==> config.mk <==
export PLATFORM = sky130hd
export DESIGN_NAME = command_handler_flat
export DESIGN_NICKNAME = d
export VERILOG_FILES = /design/src/rtl/digital_sensor_pkg.sv /design/src/rtl/command_handler_if.sv /design/src/rtl/command_timer.sv /design/src/rtl/command_handler.sv /design/src/flat_wrapper.sv
export SDC_FILE = /design/constraint.sdc
export NUM_CORES = 1
export LEC_CHECK = 0
export BUFFER_PORTS_ARGS = -buffer_cell sky130_fd_sc_hd__buf_4
export CAP_MARGIN = 20
export CORE_ASPECT_RATIO = 1.5
export CORE_MARGIN = 2
export CORE_UTILIZATION = 30
export DETAILED_ROUTE_END_ITERATION = 12
export PLACE_DENSITY_LB_ADDON = 0.12
export SYNTH_ARGS = -nofsm -noshare
export SYNTH_HDL_FRONTEND = slang
export SYNTH_SLANG_ARGS = --single-unit
==> constraint.sdc <==
create_clock -name clock -period 7.7 [get_ports clock]
set_input_delay 1.54 -clock clock [delete_from_list [all_inputs] [get_ports clock]]
set_output_delay 1.54 -clock clock [all_outputs]
set_load 0.005 [all_outputs]
==> src/rtl/digital_sensor_pkg.sv <==
// rtl/digital_sensor_pkg.sv - command/response codes and state encoding for command_handler
package digital_sensor_pkg;

  typedef enum logic [3:0] {
    ST_IDLE,
    ST_WAIT_ADDR,
    ST_DECODE,
    ST_ISSUE,
    ST_WAIT_SENSOR,
    ST_SEND_CODE,
    ST_WAIT_CODE,
    ST_SEND_VALUE,
    ST_WAIT_VALUE
  } state_t;

  localparam logic [7:0] CMD_STATUS     = 8'h00;
  localparam logic [7:0] CMD_READ_TEMP  = 8'h01;
  localparam logic [7:0] CMD_READ_HUM   = 8'h02;
  localparam logic [7:0] CMD_CONT_TEMP  = 8'h03;
  localparam logic [7:0] CMD_CONT_HUM   = 8'h04;
  localparam logic [7:0] CMD_STOP       = 8'h05;

  localparam logic [7:0] RSP_STATUS     = 8'h07;
  localparam logic [7:0] RSP_TEMP       = 8'h08;
  localparam logic [7:0] RSP_HUM        = 8'h09;
  localparam logic [7:0] RSP_STOPPED    = 8'h0A;
  localparam logic [7:0] RSP_BAD_CMD    = 8'h1E;
  localparam logic [7:0] RSP_SENSOR_ERR = 8'h1F;

  localparam logic [7:0] VAL_SENSOR_ERR = 8'h00;
  localparam logic [7:0] VAL_TIMEOUT    = 8'hFF;

  // Response code for a successful measurement of the given kind (0 temp, 1 humidity)
  function automatic logic [7:0] data_code(input logic kind);
    return kind ? RSP_HUM : RSP_TEMP;
  endfunction

endpackage

==> src/rtl/command_handler_if.sv <==
// rtl/command_handler_if.sv - UART byte, sensor and transmit handshakes of command_handler
interface command_handler_if;
  logic       has_data;
  logic [7:0] data_received;
  logic       sensor_request;
  logic [4:0] sensor_address;
  logic       sensor_kind;
  logic       sensor_done;
  logic [7:0] sensor_data;
  logic       sensor_error;
  logic       tx_start;
  logic [7:0] tx_data;
  logic       tx_done;
  logic       overrun;

  // Handler side
  modport master (
    input  has_data, data_received, sensor_done, sensor_data, sensor_error, tx_done,
    output sensor_request, sensor_address, sensor_kind, tx_start, tx_data, overrun
  );

  // UART / sensor / transmitter side
  modport slave (
    output has_data, data_received, sensor_done, sensor_data, sensor_error, tx_done,
    input  sensor_request, sensor_address, sensor_kind, tx_start, tx_data, overrun
  );
endinterface

==> src/rtl/command_timer.sv <==
// rtl/command_timer.sv - loadable down-counter with expired flag
module command_timer #(
  parameter int WIDTH = 32
) (
  input  logic             clock,
  input  logic             reset,
  input  logic             i_load,
  input  logic [WIDTH-1:0] i_load_value,
  input  logic             i_enable,
  output logic             o_expired
);

  logic [WIDTH-1:0] r_count;

  // Load has priority; counting stops at zero so expired stays asserted
  always_ff @(posedge clock or negedge reset) begin
    if (!reset) begin
      r_count <= '0;
    end else if (i_load) begin
      r_count <= i_load_value;
    end else if (i_enable && (r_count != '0)) begin
      r_count <= r_count - 1'b1;
    end
  end

  assign o_expired = (r_count == '0);

endmodule

==> src/rtl/command_handler.sv <==
// rtl/command_handler.sv - two-byte command frame decoder driving sensor requests and UART replies
module command_handler
  import digital_sensor_pkg::*;
#(
  parameter int unsigned BYTE_TIMEOUT   = 50000,
  parameter int unsigned SENSOR_TIMEOUT = 2000000,
  parameter int unsigned INTERVAL       = 10000000
) (
  input  logic                clock,
  input  logic                reset,
  command_handler_if.master   bus
);

  // Timers count down from N-1 so the expiry cycle is the N-th cycle in the waiting state
  localparam logic [31:0] BYTE_LOAD   = 32'(BYTE_TIMEOUT - 1);
  localparam logic [31:0] SENSOR_LOAD = 32'(SENSOR_TIMEOUT - 1);
  localparam logic [31:0] INT_LOAD    = 32'(INTERVAL - 1);

  state_t     r_state;
  logic [7:0] r_cmd;
  logic [4:0] r_addr;
  logic       r_continuous;
  logic       r_cont_kind;
  logic [4:0] r_cont_addr;
  logic [7:0] r_code;
  logic [7:0] r_value;

  logic w_byte_load, w_byte_en, w_byte_expired;
  logic w_sens_load, w_sens_en, w_sens_expired;
  logic w_int_load, w_int_en, w_int_expired;
  logic w_cont_cmd;
  logic w_busy;

  assign w_cont_cmd  = (r_cmd == CMD_CONT_TEMP) || (r_cmd == CMD_CONT_HUM);
  assign w_busy      = (r_state != ST_IDLE) && (r_state != ST_WAIT_ADDR);

  assign w_byte_load = (r_state == ST_IDLE) && bus.has_data;
  assign w_byte_en   = (r_state == ST_WAIT_ADDR);
  assign w_sens_load = (r_state == ST_ISSUE);
  assign w_sens_en   = (r_state == ST_WAIT_SENSOR);
  // Interval reloads on entering continuous mode and on every expiry, even when a byte wins the cycle
  assign w_int_load  = ((r_state == ST_DECODE) && w_cont_cmd) ||
                       ((r_state == ST_IDLE) && r_continuous && w_int_expired);
  assign w_int_en    = (r_state == ST_IDLE) && r_continuous && !bus.has_data;

  command_timer #(.WIDTH(32)) u_byte_timer (
    .clock(clock), .reset(reset), .i_load(w_byte_load), .i_load_value(BYTE_LOAD),
    .i_enable(w_byte_en), .o_expired(w_byte_expired)
  );

  command_timer #(.WIDTH(32)) u_sensor_timer (
    .clock(clock), .reset(reset), .i_load(w_sens_load), .i_load_value(SENSOR_LOAD),
    .i_enable(w_sens_en), .o_expired(w_sens_expired)
  );

  command_timer #(.WIDTH(32)) u_interval_timer (
    .clock(clock), .reset(reset), .i_load(w_int_load), .i_load_value(INT_LOAD),
    .i_enable(w_int_en), .o_expired(w_int_expired)
  );

  // Frame sequencing, sensor request and two-byte reply, all outputs registered
  always_ff @(posedge clock or negedge reset) begin
    if (!reset) begin
      r_state            <= ST_IDLE;
      r_cmd              <= '0;
      r_addr             <= '0;
      r_continuous       <= 1'b0;
      r_cont_kind        <= 1'b0;
      r_cont_addr        <= '0;
      r_code             <= '0;
      r_value            <= '0;
      bus.sensor_request <= 1'b0;
      bus.sensor_address <= '0;
      bus.sensor_kind    <= 1'b0;
      bus.tx_start       <= 1'b0;
      bus.tx_data        <= '0;
      bus.overrun        <= 1'b0;
    end else begin
      bus.sensor_request <= 1'b0;
      bus.tx_start       <= 1'b0;

      // A byte landing while busy is dropped; a new frame reaching DECODE clears the flag
      if (bus.has_data && w_busy) begin
        bus.overrun <= 1'b1;
      end else if (r_state == ST_DECODE) begin
        bus.overrun <= 1'b0;
      end

      case (r_state)
        ST_IDLE: begin
          if (bus.has_data) begin
            r_cmd   <= bus.data_received;
            r_state <= ST_WAIT_ADDR;
          end else if (r_continuous && w_int_expired) begin
            bus.sensor_kind    <= r_cont_kind;
            bus.sensor_address <= r_cont_addr;
            r_state            <= ST_ISSUE;
          end
        end

        ST_WAIT_ADDR: begin
          if (bus.has_data) begin
            r_addr  <= bus.data_received[4:0];
            r_state <= ST_DECODE;
          end else if (w_byte_expired) begin
            r_state <= ST_IDLE;
          end
        end

        ST_DECODE: begin
          case (r_cmd)
            CMD_READ_TEMP, CMD_READ_HUM, CMD_CONT_TEMP, CMD_CONT_HUM: begin
              bus.sensor_kind    <= (r_cmd == CMD_READ_HUM) || (r_cmd == CMD_CONT_HUM);
              bus.sensor_address <= r_addr;
              if (w_cont_cmd) begin
                r_continuous <= 1'b1;
                r_cont_kind  <= (r_cmd == CMD_CONT_HUM);
                r_cont_addr  <= r_addr;
              end
              r_state <= ST_ISSUE;
            end
            CMD_STOP: begin
              r_continuous <= 1'b0;
              r_code       <= RSP_STOPPED;
              r_value      <= 8'h00;
              r_state      <= ST_SEND_CODE;
            end
            CMD_STATUS: begin
              r_code  <= RSP_STATUS;
              r_value <= {7'b0, r_continuous};
              r_state <= ST_SEND_CODE;
            end
            default: begin
              r_code  <= RSP_BAD_CMD;
              r_value <= r_cmd;
              r_state <= ST_SEND_CODE;
            end
          endcase
        end

        ST_ISSUE: begin
          bus.sensor_request <= 1'b1;
          r_state            <= ST_WAIT_SENSOR;
        end

        ST_WAIT_SENSOR: begin
          if (bus.sensor_done) begin
            if (bus.sensor_error) begin
              r_code  <= RSP_SENSOR_ERR;
              r_value <= VAL_SENSOR_ERR;
            end else begin
              r_code  <= data_code(bus.sensor_kind);
              r_value <= bus.sensor_data;
            end
            r_state <= ST_SEND_CODE;
          end else if (w_sens_expired) begin
            r_code  <= RSP_SENSOR_ERR;
            r_value <= VAL_TIMEOUT;
            r_state <= ST_SEND_CODE;
          end
        end

        ST_SEND_CODE: begin
          bus.tx_start <= 1'b1;
          bus.tx_data  <= r_code;
          r_state      <= ST_WAIT_CODE;
        end

        ST_WAIT_CODE: begin
          if (bus.tx_done) r_state <= ST_SEND_VALUE;
        end

        ST_SEND_VALUE: begin
          bus.tx_start <= 1'b1;
          bus.tx_data  <= r_value;
          r_state      <= ST_WAIT_VALUE;
        end

        ST_WAIT_VALUE: begin
          if (bus.tx_done) r_state <= ST_IDLE;
        end

        default: r_state <= ST_IDLE;
      endcase
    end
  end

endmodule

==> src/flat_wrapper.sv <==
// flat-port wrapper written by rule: the top's interface ports become plain ports
module command_handler_flat import digital_sensor_pkg::*;
#(
  parameter int unsigned BYTE_TIMEOUT   = 50000,
  parameter int unsigned SENSOR_TIMEOUT = 2000000,
  parameter int unsigned INTERVAL       = 10000000
)
  (clock, reset, bus_has_data, bus_data_received, bus_sensor_done, bus_sensor_data, bus_sensor_error, bus_tx_done, bus_sensor_request, bus_sensor_address, bus_sensor_kind, bus_tx_start, bus_tx_data, bus_overrun);
  command_handler_if bus_i ();
  input  logic clock;
  input  logic reset;
  input wire logic [$bits(bus_i.has_data)-1:0] bus_has_data;
  input wire logic [$bits(bus_i.data_received)-1:0] bus_data_received;
  input wire logic [$bits(bus_i.sensor_done)-1:0] bus_sensor_done;
  input wire logic [$bits(bus_i.sensor_data)-1:0] bus_sensor_data;
  input wire logic [$bits(bus_i.sensor_error)-1:0] bus_sensor_error;
  input wire logic [$bits(bus_i.tx_done)-1:0] bus_tx_done;
  output wire logic [$bits(bus_i.sensor_request)-1:0] bus_sensor_request;
  output wire logic [$bits(bus_i.sensor_address)-1:0] bus_sensor_address;
  output wire logic [$bits(bus_i.sensor_kind)-1:0] bus_sensor_kind;
  output wire logic [$bits(bus_i.tx_start)-1:0] bus_tx_start;
  output wire logic [$bits(bus_i.tx_data)-1:0] bus_tx_data;
  output wire logic [$bits(bus_i.overrun)-1:0] bus_overrun;
  assign bus_i.has_data = bus_has_data;
  assign bus_i.data_received = bus_data_received;
  assign bus_i.sensor_done = bus_sensor_done;
  assign bus_i.sensor_data = bus_sensor_data;
  assign bus_i.sensor_error = bus_sensor_error;
  assign bus_i.tx_done = bus_tx_done;
  assign bus_sensor_request = bus_i.sensor_request;
  assign bus_sensor_address = bus_i.sensor_address;
  assign bus_sensor_kind = bus_i.sensor_kind;
  assign bus_tx_start = bus_i.tx_start;
  assign bus_tx_data = bus_i.tx_data;
  assign bus_overrun = bus_i.overrun;
  command_handler #(.BYTE_TIMEOUT(BYTE_TIMEOUT), .SENSOR_TIMEOUT(SENSOR_TIMEOUT), .INTERVAL(INTERVAL)) u_core (.clock(clock), .reset(reset), .bus(bus_i));
endmodule
==> run metrics <==
drc violations 0; DP HPWL 14900 um; Post-Synth XOR/XNOR Area 0.0111; Synth Area in Adders 0.00475; Hold Crit Class flop to flop; vias post-DR about 6500; WS Path Type flop to flop; Core ar. 25900 um^2; Slowest Stage Delay on Critical Path 920 ps; hold path depth 2; grt met1 use 0.178; I/O pin count 39; Final Cell Area approximately 9000 um^2; GRT Total Usage 0.160; clock sink total 150; Clock transition at path regs 60 ps; top-count cell post-synth dfrtp_1; worst-margin pin slew just under 1000 ps; status finished clean; Synth cell types 65; gr ovfl total 0; relative slew slack 0.352; post-route setup slack 4380 ps; row cnt 72; Arr. time, crit path 3680 ps; met2 usage 0.296; layout cells sized above 1 0.131; Synth top cells by count dfrtp_1, nand2_1, a21oi_1, o21ai_0, or4_1; clk_lat worst skew 430 ps; placed cell areas 8470 um^2; largest family of logic cells by synthesized area simple AND/OR/NAND/NOR gates; Peak supply drop around 160 uV; Die Y 203 um; worst hold start u_core.r_cont_addr[4]; Via density 5.41; n_diodes 0; CTS tree built; syn_nets about 860; Synth Area in Simple Gates 0.283; Achievable Freq 0.301 GHz; fin. max-slew vios 0; ranking of synthesized cells by area dfrtp_1, nand2_1, or4_1; final hold viol count 0; setup tns final 0 ps; Clock Tree Buf Depth 2; Filler cells 2634; root buf cell clkbuf_16; sequential element share of the synthesized area 0.475; Post-CTS Hold Buffers 0; drt pass-1 iters 5; crit path time final 3320 ps; Setup crit end kind flop; routability cong. 0.770; Worst EP required slightly above 8000 ps; CTS buffer count 17; Mapped Area 7900 um^2; die footprint 27700 um^2; first-pass GRT wire length 34800 um; flop2flop setup slack 4380 ps; RR Startpoint u_core.r_state[1]; Worst Hold End u_core.r_cont_addr[4]; Synth Warn # 0; worst r2r dst u_core.u_interval_timer.r_count[15]; post-CTS sizing 0; vias in the first global route 6509; Synth area leader dfrtp_1; fin crit share 0.431; RSZ-0062 raised after global routing no; Top Usage Layer GRT met2; DR WL/cell about 18 um; Starting Density 0.306; post-synthesis mux area share 0.0372; top cell type's share of synthesized area 0.475; synthesized netlist cell count 830; H-tree lvl count 4; PD cells 293 nW/um^2; Global Route met3 Usage 0.0325; Setup Fix Bufs, Post-CTS 0; leakage 3.73 nW; Die X 136 um; dpl ws 4100 ps; Max FO, Critical Path 21; pin count of the biggest net entering global routing 59; compound-gate portion of the synthesized area 0.158; final net count between 800 and 900; crit-path cells or4b_2 > nor3_1 > o21a_1 > a21o_1 > or3_1; synthesized flop and latch total 150; asr flop ratio synth 1.00; clk_skew 10.7 ps; max-cap violation count 0; initial antenna violation count 0; synthesis-to-layout area growth 14.9%; Iteration-0 DRC Markers approximately 310; post-route ant nets 0; syn_area_per_cell around 9.5 um^2; I/O Buffers 38; slowest CP cell dfrtp_1; total wire length 21100 um; R2R depth 5; ys flop type dfrtp_1; number of synthesized flops with an enable pin 0; Startpoint Class flop; # setup viols final 0
## cells in the final DEF (no fill, tap or decap), types with 7 or more instances in the layout
| cell | count |
|---|---|
| nand2_1 | 114 |
| a21oi_1 | 49 |
| nand4_1 | 9 |
| xor2_1 | 8 |
| mux2_2 | 11 |
| or4_1 | 44 |
| o31ai_1 | 30 |
| nand3_1 | 39 |
| buf_4 | 43 |
| o211ai_1 | 11 |
| clkbuf_16 | 17 |
| dfrtp_1 | 150 |
| a31oi_1 | 7 |
| inv_1 | 16 |
| or3_1 | 36 |
| nor2_1 | 35 |
| nor4_1 | 21 |
| nor3_1 | 28 |
| nand2b_1 | 10 |
| o21ai_0 | 47 |
| mux2i_1 | 17 |
| a221o_1 | 9 |
## cells by family after synthesis
| kind of cell | count (synthesis) |
|---|---|
| fa+ha+maj | 3 |
| xor+xnor | 10 |
| flops | 150 |
| simple gates | 390 |
| mux | 28 |
| compound gates | 191 |
| buf+inv | 58 |
## per-stage QoR
step	power, W	std cells	utilization	hold WS (ps)
after detailed placement	0.00183	1166	0.328	463
after floorplan	0.00158	830	-	440
final	0.00266	1198	0.351	472
after global placement	0.00183	1166	0.328	458
after global routing	0.00284	1198	0.351	504
after CTS	0.00269	1197	0.350	479
## report_power, final
group	leakage (nW)	internal [W]	switching, W	total [W]
combinational	1.60	0.000285	0.000355	0.000639
clock	0.282	0.000513	0.000337	0.000850
sequential	1.84	0.000955	0.000215	0.00117
## final cells by class
cell class	count	area, um^2	share of cell area
well taps	333	417	0.0459
clock buffers	21	450	0.0496
flip-flops and latches	150	3750	0.414
multi-input cells	622	3900	0.430
repair buffers	45	362	0.0398
clock inverters	10	130	0.0143
inverters	17	63.8	0.00703
## state kept, by name (all words and copies together), names as in the netlist
| signal | cells |
|---|---|
| u_core.r_code | 5 |
| u_core.bus.sensor_kind | 1 |
| u_core.r_addr | 5 |
| u_core.bus.sensor_request | 1 |
| u_core.bus.tx_start | 1 |
| u_core.r_cmd | 8 |
| u_core.u_byte_timer.r_count | 32 |
| u_core.r_state | 4 |
| u_core.bus.tx_data | 8 |
| u_core.bus.sensor_address | 5 |
| u_core.u_sensor_timer.r_count | 32 |
| u_core.bus.overrun | 1 |
| u_core.r_cont_addr | 5 |
| u_core.u_interval_timer.r_count | 32 |
| u_core.r_continuous | 1 |
| u_core.r_cont_kind | 1 |
| u_core.r_value | 8 |
## metal layers
metal  part of all wire  vias up
li1                   -     3202
met1               0.41     3194
met2               0.55       62
met3              0.021       27
met4              0.020        0
met5                  0        -
## critical path: cells and delay by family (launching register included)
family | cells | cell delay, ps
compound gates | 2 | 920
flops | 1 | 920
simple gates | 3 | 1400
## worst max path at each step
stage	start	to	slack [ps]
3_3_place_gp	bus_has_data	u_core.u_interval_timer.r_count[22]	4140
2_1_floorplan	bus_has_data	u_core.u_interval_timer.r_count[31]	4550
5_1_grt	u_core.r_state[1]	u_core.u_interval_timer.r_count[15]	4150
4_1_cts	u_core.r_state[1]	u_core.u_interval_timer.r_count[15]	4360
3_5_place_dp	bus_has_data	u_core.u_interval_timer.r_count[22]	4100
6_report	u_core.r_state[1]	u_core.u_interval_timer.r_count[15]	4380
Power figures use the tool's default switching activity.
